### config.mk
export PLATFORM = sky130hd
export DESIGN_NAME = mux_arbiter
export DESIGN_NICKNAME = d
export VERILOG_FILES = /design/src/rtl/mux_arbiter_pkg.sv /design/src/rtl/mux_arbiter_mux_4to1.sv /design/src/rtl/mux_arbiter.sv
export SDC_FILE = /design/constraint.sdc
export NUM_CORES = 1
export LEC_CHECK = 0
export ABC_CLOCK_PERIOD_IN_PS = 1600
export CORE_AREA = 2 2 69 71
export CTS_CLUSTER_DIAMETER = 150
export DETAILED_ROUTE_END_ITERATION = 6
export DIE_AREA = 0 0 71 73
export DONT_BUFFER_PORTS = 1
export PLACE_DENSITY = 0.66
export SLEW_MARGIN = 5
export SYNTH_ARGS = -nofsm -noshare
export SYNTH_HDL_FRONTEND = slang
export SYNTH_SLANG_ARGS = --single-unit
### constraint.sdc
create_clock -name clk -period 1.6 [get_ports clk]
set_input_delay 0.32 -clock clk [delete_from_list [all_inputs] [get_ports clk]]
set_output_delay 0.32 -clock clk [all_outputs]
set_load 0.05 [all_outputs]
### src/rtl/mux_arbiter_pkg.sv
// ---------------------------------------------------------------------------
// mux_arbiter_pkg
// Shared definitions for the mux_arbiter block:
//   - FSM state encodings (IDLE=0, BUSY=1)
//   - requester index constants (A=0, B=1, C=2, D=3)
//   - round-robin pick and one-hot helper functions
// No ports (package).
// ---------------------------------------------------------------------------
package mux_arbiter_pkg;

   localparam logic [0:0] ST_IDLE = 1'b0;
   localparam logic [0:0] ST_BUSY = 1'b1;

   localparam logic [1:0] REQ_A = 2'd0;
   localparam logic [1:0] REQ_B = 2'd1;
   localparam logic [1:0] REQ_C = 2'd2;
   localparam logic [1:0] REQ_D = 2'd3;

   // First asserted request scanning last+1, last+2, last+3, last+4 (mod 4).
   // Returns last when nothing is requested; callers gate on |req.
   function automatic logic [1:0] rr_pick(input logic [3:0] req_vec,
                                          input logic [1:0] last);
      logic [1:0] idx;
      logic       found;
      rr_pick = last;
      found   = 1'b0;
      for (int k = 1; k <= 4; k++) begin
         idx = last + k[1:0];
         if (!found && req_vec[idx]) begin
            rr_pick = idx;
            found   = 1'b1;
         end
      end
   endfunction

   function automatic logic [3:0] onehot4(input logic [1:0] idx);
      onehot4 = 4'b0001 << idx;
   endfunction

endpackage

### src/rtl/mux_arbiter_mux_4to1.sv
// ---------------------------------------------------------------------------
// mux_4to1
// Plain combinational 4:1 multiplexer, N bits wide.
// Ports:
//   i_sel   in  2  select (0->i_d0 .. 3->i_d3)
//   i_d0..3 in  N  data inputs
//   o_data  out N  selected data
// ---------------------------------------------------------------------------
module mux_4to1 #(
   parameter int N = 32
) (
   input  logic [1:0]   i_sel,
   input  logic [N-1:0] i_d0,
   input  logic [N-1:0] i_d1,
   input  logic [N-1:0] i_d2,
   input  logic [N-1:0] i_d3,
   output logic [N-1:0] o_data
);

   always_comb begin
      o_data = i_d0;
      case (i_sel)
         2'd0: o_data = i_d0;
         2'd1: o_data = i_d1;
         2'd2: o_data = i_d2;
         2'd3: o_data = i_d3;
         default: o_data = i_d0;
      endcase
   end

endmodule

### src/rtl/mux_arbiter.sv
// ---------------------------------------------------------------------------
// mux_arbiter
// Four-requester round-robin arbiter driving a 4:1 data mux. An owner keeps
// the grant until it drops its request or completes MAX_BEATS transfers;
// each release is followed by one IDLE arbitration cycle.
//
// Optional feature: macro MUX_ARBITER_LOCK_EN adds input 'lock'. While
// lock[sel] is high the MAX_BEATS release is suppressed (beat count
// saturates at 255).
//
// Ports:
//   clk          in  1  rising-edge clock
//   rst          in  1  asynchronous active-high reset
//   req          in  4  per-requester request (A=0 .. D=3)
//   A, B, C, D   in  N  requester data buses
//   out_ready    in  1  downstream accepts a beat
//   lock         in  4  (MUX_ARBITER_LOCK_EN only) burst lock per requester
//   out_valid    out 1  beat presented on out_data
//   out_data     out N  data of the bus selected by sel
//   grant        out 4  one-hot owner, zero when idle
//   sel          out 2  encoded owner / mux select
//   ack          out 4  one-hot pulse to owner on each accepted beat
//   o_dbg_state  out 1  FSM state (0=IDLE, 1=BUSY)
//
// Handshake: a beat transfers in any cycle where out_valid && out_ready are
// both high; out_valid never depends on out_ready.
// ---------------------------------------------------------------------------
module mux_arbiter
   import mux_arbiter_pkg::*;
#(
   parameter int N         = 32,
   parameter int MAX_BEATS = 4
) (
   input  logic         clk,
   input  logic         rst,
   input  logic [3:0]   req,
   input  logic [N-1:0] A,
   input  logic [N-1:0] B,
   input  logic [N-1:0] C,
   input  logic [N-1:0] D,
   input  logic         out_ready,
`ifdef MUX_ARBITER_LOCK_EN
   input  logic [3:0]   lock,
`endif
   output logic         out_valid,
   output logic [N-1:0] out_data,
   output logic [3:0]   grant,
   output logic [1:0]   sel,
   output logic [3:0]   ack,
   output logic         o_dbg_state
);

   logic [0:0] r_state;
   logic [3:0] r_grant;
   logic [1:0] r_sel;
   logic [1:0] r_last_winner;
   logic [7:0] r_beat_cnt;

   logic       w_valid;
   logic       w_xfer;
   logic       w_locked;
   logic       w_limit;
   logic [8:0] w_cnt_inc;
   logic [1:0] w_pick;

   assign w_valid   = (r_state == ST_BUSY) && req[r_sel];
   assign w_xfer    = w_valid && out_ready;
   assign w_cnt_inc = {1'b0, r_beat_cnt} + 9'd1;
   assign w_pick    = rr_pick(req, r_last_winner);

`ifdef MUX_ARBITER_LOCK_EN
   assign w_locked = lock[r_sel];
`else
   assign w_locked = 1'b0;
`endif

   // >= rather than == so that a burst that ran past MAX_BEATS while locked
   // releases on its first transfer after the lock drops.
   assign w_limit = (w_cnt_inc >= 9'(MAX_BEATS)) && !w_locked;

   always_ff @(posedge clk or posedge rst) begin
      if (rst) begin
         r_state       <= ST_IDLE;
         r_grant       <= 4'b0000;
         r_sel         <= REQ_A;
         r_last_winner <= REQ_D;
         r_beat_cnt    <= 8'd0;
      end else if (r_state == ST_IDLE) begin
         if (|req) begin
            r_state       <= ST_BUSY;
            r_grant       <= onehot4(w_pick);
            r_sel         <= w_pick;
            r_last_winner <= w_pick;
            r_beat_cnt    <= 8'd0;
         end
      end else begin
         if (!req[r_sel]) begin
            r_state <= ST_IDLE;
            r_grant <= 4'b0000;
         end else if (w_xfer) begin
            if (w_limit) begin
               r_state <= ST_IDLE;
               r_grant <= 4'b0000;
            end
            r_beat_cnt <= (r_beat_cnt == 8'hFF) ? 8'hFF : w_cnt_inc[7:0];
         end
      end
   end

   mux_4to1 #(.N(N)) u_mux (
      .i_sel  (r_sel),
      .i_d0   (A),
      .i_d1   (B),
      .i_d2   (C),
      .i_d3   (D),
      .o_data (out_data)
   );

   assign out_valid   = w_valid;
   assign grant       = r_grant;
   assign sel         = r_sel;
   assign ack         = w_xfer ? onehot4(r_sel) : 4'b0000;
   assign o_dbg_state = r_state;

endmodule

# ---- After elaboration in Yosys (flattened, before gate mapping)
# Index checks and enable logic that the tools add are counted.
dict set report classes {
  mux 34
  magnitude_cmp 6
  bitwise_logic 1
  shifts 2
  div_mod_pow 0
  addsub 4
  n_mul 0
  eq_ne 8
  n_reduce_logical 14
}
# operator n
set op_table {}
lappend op_table {{32-bit case mux with 4 select lines} 1}
lappend op_table {{8-bit two-way mux} 5}
lappend op_table {{4-bit two-way mux} 6}
lappend op_table {{2-bit by 3-bit < comparator with 1-bit output (second input constant)} 5}
lappend op_table {{1-bit two-way mux} 13}
lappend op_table {{1-bit binary-select mux with 2-bit select} 5}
lappend op_table {{8-bit by 1-bit adder with 9-bit output (second input constant)} 1}
lappend op_table {{9-bit by 3-bit >= comparator with 1-bit output (second input constant)} 1}
lappend op_table {{8-bit == test (second input constant)} 1}
lappend op_table {{2-bit two-way mux} 4}
lappend op_table {{1-bit by 2-bit << shifter with 4-bit output (first input constant)} 2}
lappend op_table {{3-bit != test (second input constant)} 2}
lappend op_table {{3-bit AND reduction} 2}
lappend op_table {{1-bit logical AND} 5}
lappend op_table {{2-bit adder (second input constant)} 2}
lappend op_table {{2-bit == test (second input constant)} 2}
lappend op_table {{2-bit by 1-bit != test with 1-bit output (second input constant)} 2}
lappend op_table {{4-bit OR reduction} 1}
lappend op_table {{1-bit logical NOT} 3}
lappend op_table {{2-bit by 1-bit adder with 2-bit output (second input constant)} 1}
lappend op_table {{2-bit by 1-bit == test with 1-bit output (second input constant)} 1}
lappend op_table {{2-bit logical NOT} 1}
lappend op_table {{2-bit AND reduction} 1}
lappend op_table {{2-bit nonzero test} 1}
lappend op_table {{1-bit NOT} 1}
dict set report totals {
  n_memories 0
  reg_bits 17
  mem_bits_ro 0
  output_inout_bits 44
  word_cells 74
  ramBits 0
  latch_bits 0
}

# ---- Logic depth before layout (Yosys ltp)
dict set report depth {
  depth_word 16
  ltp_mapped 6
  depth_no_buf 6
}

# ---- Cells and area by module
# A second synthesis with hierarchy kept.
dict set report unflattened {
  cells_unflattened 154
  area_unflattened_um2 1880.6
}
# mod seq_area_each_um2 cells_each instances area_each_um2
set by_module_without_submodules {}
lappend by_module_without_submodules {mux_arbiter 427.9 115 1 1066.0}
lappend by_module_without_submodules {mux_4to1 0.0 39 1 814.5}

# ---- Least setup slack after synthesis
# Ideal clock, no wire load.
dict set report synth_path {
  path_type {register to output}
  startpoint {register r_sel[1], in the netlist sel[1]}
  endpoint {output ack[2]}
  n_path_buf 2
  t_arrival_ps 2437
  required_ps 1280
  slack_ps -1157
  stages_incl_launch_ff 4
  cell_sequence {dfrtp_1 -> buf_2 -> buf_1 -> nor3b_1}
}
dict set report synth_via {
  elab_chain_len 5
  word_cells_on_any_way 6
  classes_between {shift: 1; mux: 3; reduce/logical: 2}
}
# element line
set synth_lines {}
lappend synth_lines {{from (decl)} mux_arbiter.sv:55} ;# logic [1:0] r_sel;
lappend synth_lines {{from (signal assigned)} mux_arbiter.sv:92} ;# r_sel <= w_pick;
lappend synth_lines {{1-bit binary-select mux with 2-bit select} mux_arbiter.sv:66} ;# assign w_valid = (r_state == ST_BUSY) && req[r_sel];
lappend synth_lines {{1-bit two-way mux (not written as such)} mux_arbiter.sv:66}
lappend synth_lines {{1-bit logical AND} mux_arbiter.sv:66}
lappend synth_lines {{1-bit logical AND} mux_arbiter.sv:67} ;# assign w_xfer = w_valid && out_ready;
lappend synth_lines {{4-bit two-way mux *} mux_arbiter.sv:122} ;# assign ack = w_xfer ? onehot4(r_sel) : 4'b0000;
lappend synth_lines {{to (decl)} mux_arbiter.sv:49} ;# output logic [3:0] ack,
# Mark *: on every way between the ends. The rest lies on a longest branch, timed or not. The select of a mux whose other input is x is not followed.

# ---- Worst setup path in the final report
dict set report layout_path {
  startpoint {register r_sel[1], in the netlist sel[1]}
  endpoint {output ack[3]}
}
# Same word-level chain as after synthesis.

==> results.json <==
{
  "status": "finished with violations",
  "violations": "negative setup slack",
  "fp.dieW_um": 71,
  "insertion_delay_ns": 0.26,
  "synth_top_family_by_area": "multiplexers",
  "synth_edf_count": 0,
  "hold_viol_final": 0,
  "synth.avg_cell_area_um2": 12.2,
  "highest_layer": "met5",
  "wirelength_mm": 8.12,
  "met2_length_mm": 3.93,
  "io-pin-count": 179,
  "area.growth.synth_to_final_pct": 37.6,
  "timing.critical_path.from": "sel[1]",
  "antenna_found_initial": 4,
  "skew_ns": 0.00720,
  "wl_met1_mm": 2.64,
  "synthTopCellsByArea": "mux4_2 (40%), dfrtp_1 (20%), dfstp_2 (2.8%)",
  "arrival_ns": 1.66,
  "startpoint_type": "register",
  "nets": 325,
  "synth_flop_cell": "dfrtp_1",
  "setup_viol_count_final": 51,
  "wl_met3_mm": 1.44,
  "synth_seq_cells": 17,
  "min_path_type": "input pin to async pin",
  "yosysTopAreaCell": "mux4_2",
  "finalPower_mw": 6.23,
  "synth_top_area_share_pct": 39.8,
  "p_clk_share_pct": 5.4,
  "maxSlewViolCount": 0,
  "multi_input_area_mm2": 0.00149,
  "grt_max_degree": 24,
  "end_kind": "output pin",
  "required_ns": 1.28,
  "synth_xor_area_share_pct": 0.469,
  "seq_area_um2": 430,
  "ir_drop_mv": 1.30,
  "synthArstFlopShare_pct": 100,
  "viasPerCell": 7.17,
  "synth-compound-area-share_pct": 15.8,
  "first_pass_iters": 4,
  "clk_path_buf_depth": 2,
  "wire_per_inst_um": 33.0,
  "syn_inst": 153,
  "cts_tree": "yes",
  "synth_nets": 290,
  "p_int_mw": 2.60,
  "dr.first_iter.drc_count": 108,
  "netlist_area_mm2": 0.00187,
  "r2r_start": "sel[1]",
  "die_area_mm2": 0.00518,
  "cp_max_fo": 3,
  "slew_headroom_pct": 54.4,
  "crit_type": "register to output pin",
  "worst_slack_ns": -0.377,
  "switchingPower_mw": 3.64,
  "hold_ws_ns": 0.0456,
  "rows": 25,
  "start_util_pct": 41.2,
  "cellLeakagePower_nw": 1.00,
  "power_frac_comb_pct": 80.2,
  "drc": 0,
  "worst_slew_pin_slew_ns": 0.683,
  "synthAdderAreaFrac_pct": 1.34,
  "max_freq_ghz": 0.506,
  "die_h_um": 73,
  "drive_gt1_share_pct": 63.6,
  "core_area_mm2": 0.00454,
  "overflow": 0,
  "grt_setup_unrepaired": "true",
  "dr_total_vias": 1764,
  "clock_sinks": 17,
  "hpwl_mm": 6.71,
  "grt_pass1_wl_mm": 11.4,
  "cts_buffers": 3,
  "maxCapViolCount": 0,
  "place_congestion": 1.06,
  "grt_pass1_vias": 1761,
  "switching_share_pct": 58.3,
  "portBuffers": 0,
  "track_usage_pct": 30.4,
  "ctsHoldBuffers": 0,
  "htreeDepth": 1,
  "synth.yosys.seq_area_share_pct": 22.9,
  "yosysWarnings": 0,
  "post-route-period-util_pct": 124,
  "fill_cells": 355,
  "yosysUniqueCellTypes": 51,
  "ant_nets": 0,
  "power_per_cell_area_mw_per_mm2": 2420,
  "clk_pin_slew_worst_paths_ns": 0.08,
  "seqPwrFrac_pct": 14.4,
  "synthSimpleGateAreaFrac_pct": 14.2,
  "min_period_ns": 1.98,
  "synthMuxAreaShare_pct": 40.3,
  "cts_root_buffer": "clkbuf_8"
}
==> layer usage <==
layer | vias up | global-route usage, %
li1 | 714 | -
met3 | 14 | 15.9
met2 | 153 | 48.4
met1 | 879 | 37.7
met4 | 4 | 5.24
met5 | - | 0
==> per-stage QoR <==
step | TNS [ns] | utilization, % | cells | worst slack [ns] | instance area (um^2)
after floorplan | -10.36 | - | 153 | -0.377 | 1980
after global placement | -1.96 | 48.3 | 224 | -0.115 | 2190
after detailed placement | -2.44 | 48.3 | 224 | -0.139 | 2190
after CTS | -13.14 | 54.2 | 238 | -0.390 | 2460
after global routing | -16.24 | 56.5 | 242 | -0.429 | 2560
final | -13.49 | 56.7 | 246 | -0.377 | 2570
==> cells in the mapped netlist, types with 3 or more instances <==
cell type	number
nor2_1	5
o21a_1	3
buf_2	6
a21oi_1	3
o2bb2ai_1	4
dfrtp_1	15
nor3_1	7
a211oi_1	3
buf_1	3
and3_1	3
nand2_1	12
o21ai_0	3
a21oi_2	5
mux4_2	33
inv_1	4
==> layout by cell type, fill, tap and decap left out, types with 2 or more instances in the layout <==
cell type  netlist  final
buf_16           0      2
a21oi_2          5      5
o21ai_0          3      2
buf_12           0      6
clkbuf_8         0      3
buf_4            1     24
dfstp_2          2      2
inv_1            4      4
buf_6            2      9
nand3_1          2      2
mux4_2          33     33
dfrtp_2          0      2
o2bb2ai_1        4      3
a21oi_1          3      2
diode_2          0      5
buf_8            0      2
a211oi_2         1      3
o21a_1           3      3
and3_4           0      2
nor3_4           1      3
nor3_1           7      5
dfrtp_1         15     13
a211o_1          2      2
nor2_1           5      4
nand2_1         12     11
==> what timing repair did <==
action                                  CTS  global route
endpoints found under the setup margin   48            53
pin swaps                                 6            11
gates cloned                              2             1
gates resized for setup                  22            17
buffers inserted                          8             4
==> final timing paths <==
check | endpoint | slack, ns | depth (start not counted)
worst min-delay path | grant[2] | 0.05 | 1
min in group clk | grant[0] | 0.26 | 2
worst min register to register | r_beat_cnt[5] | 0.55 | 1
max in group asynchronous | sel[0] | 1.08 | 1
worst max-delay path | ack[3] | -0.38 | 3
worst max register to register | r_beat_cnt[5] | -0.15 | 6
==> power by group through the flow <==
stage,combinational (mW),clock [mW],sequential [mW]
finish,5.00,0.337,0.901
global route,5.17,0.365,0.925
CTS,4.78,0.338,0.894
detailed placement,4.27,0,0.899
global placement,4.19,0,0.891
floorplan,3.71,0,1.00
==> cell type report <==
type,count,area share [%]
Multi-Input combinational cell,118,57.8
Timing Repair Buffer,44,19.9
Sequential cell,17,16.7
Tap cell,54,2.63
Clock buffer,3,1.61
Inverter,4,0.584
Antenna cell,5,0.486
Clock inverter,1,0.292
==> state kept, by name (all words and copies together) (netlist names) <==
signal and cells:
sel 2, r_last_winner 2, grant 4, o_dbg_state 1, r_beat_cnt 8
==> critical path, stage by stage (launching register included) <==
cell	delay, ns
dfrtp_2	0.38
mux4_2	0.56
and3_4	0.22
and3_4	0.24
==> cells by family after synthesis <==
family / Yosys count
adders and majority gates: 2
muxes: 34
and+or+nand+nor: 45
xor gates and xnor gates: 1
AOI/OAI and AO/OA: 36
buffers and inverters: 18
DFF: 17
Note: power is estimated with default switching activity, not from simulation.
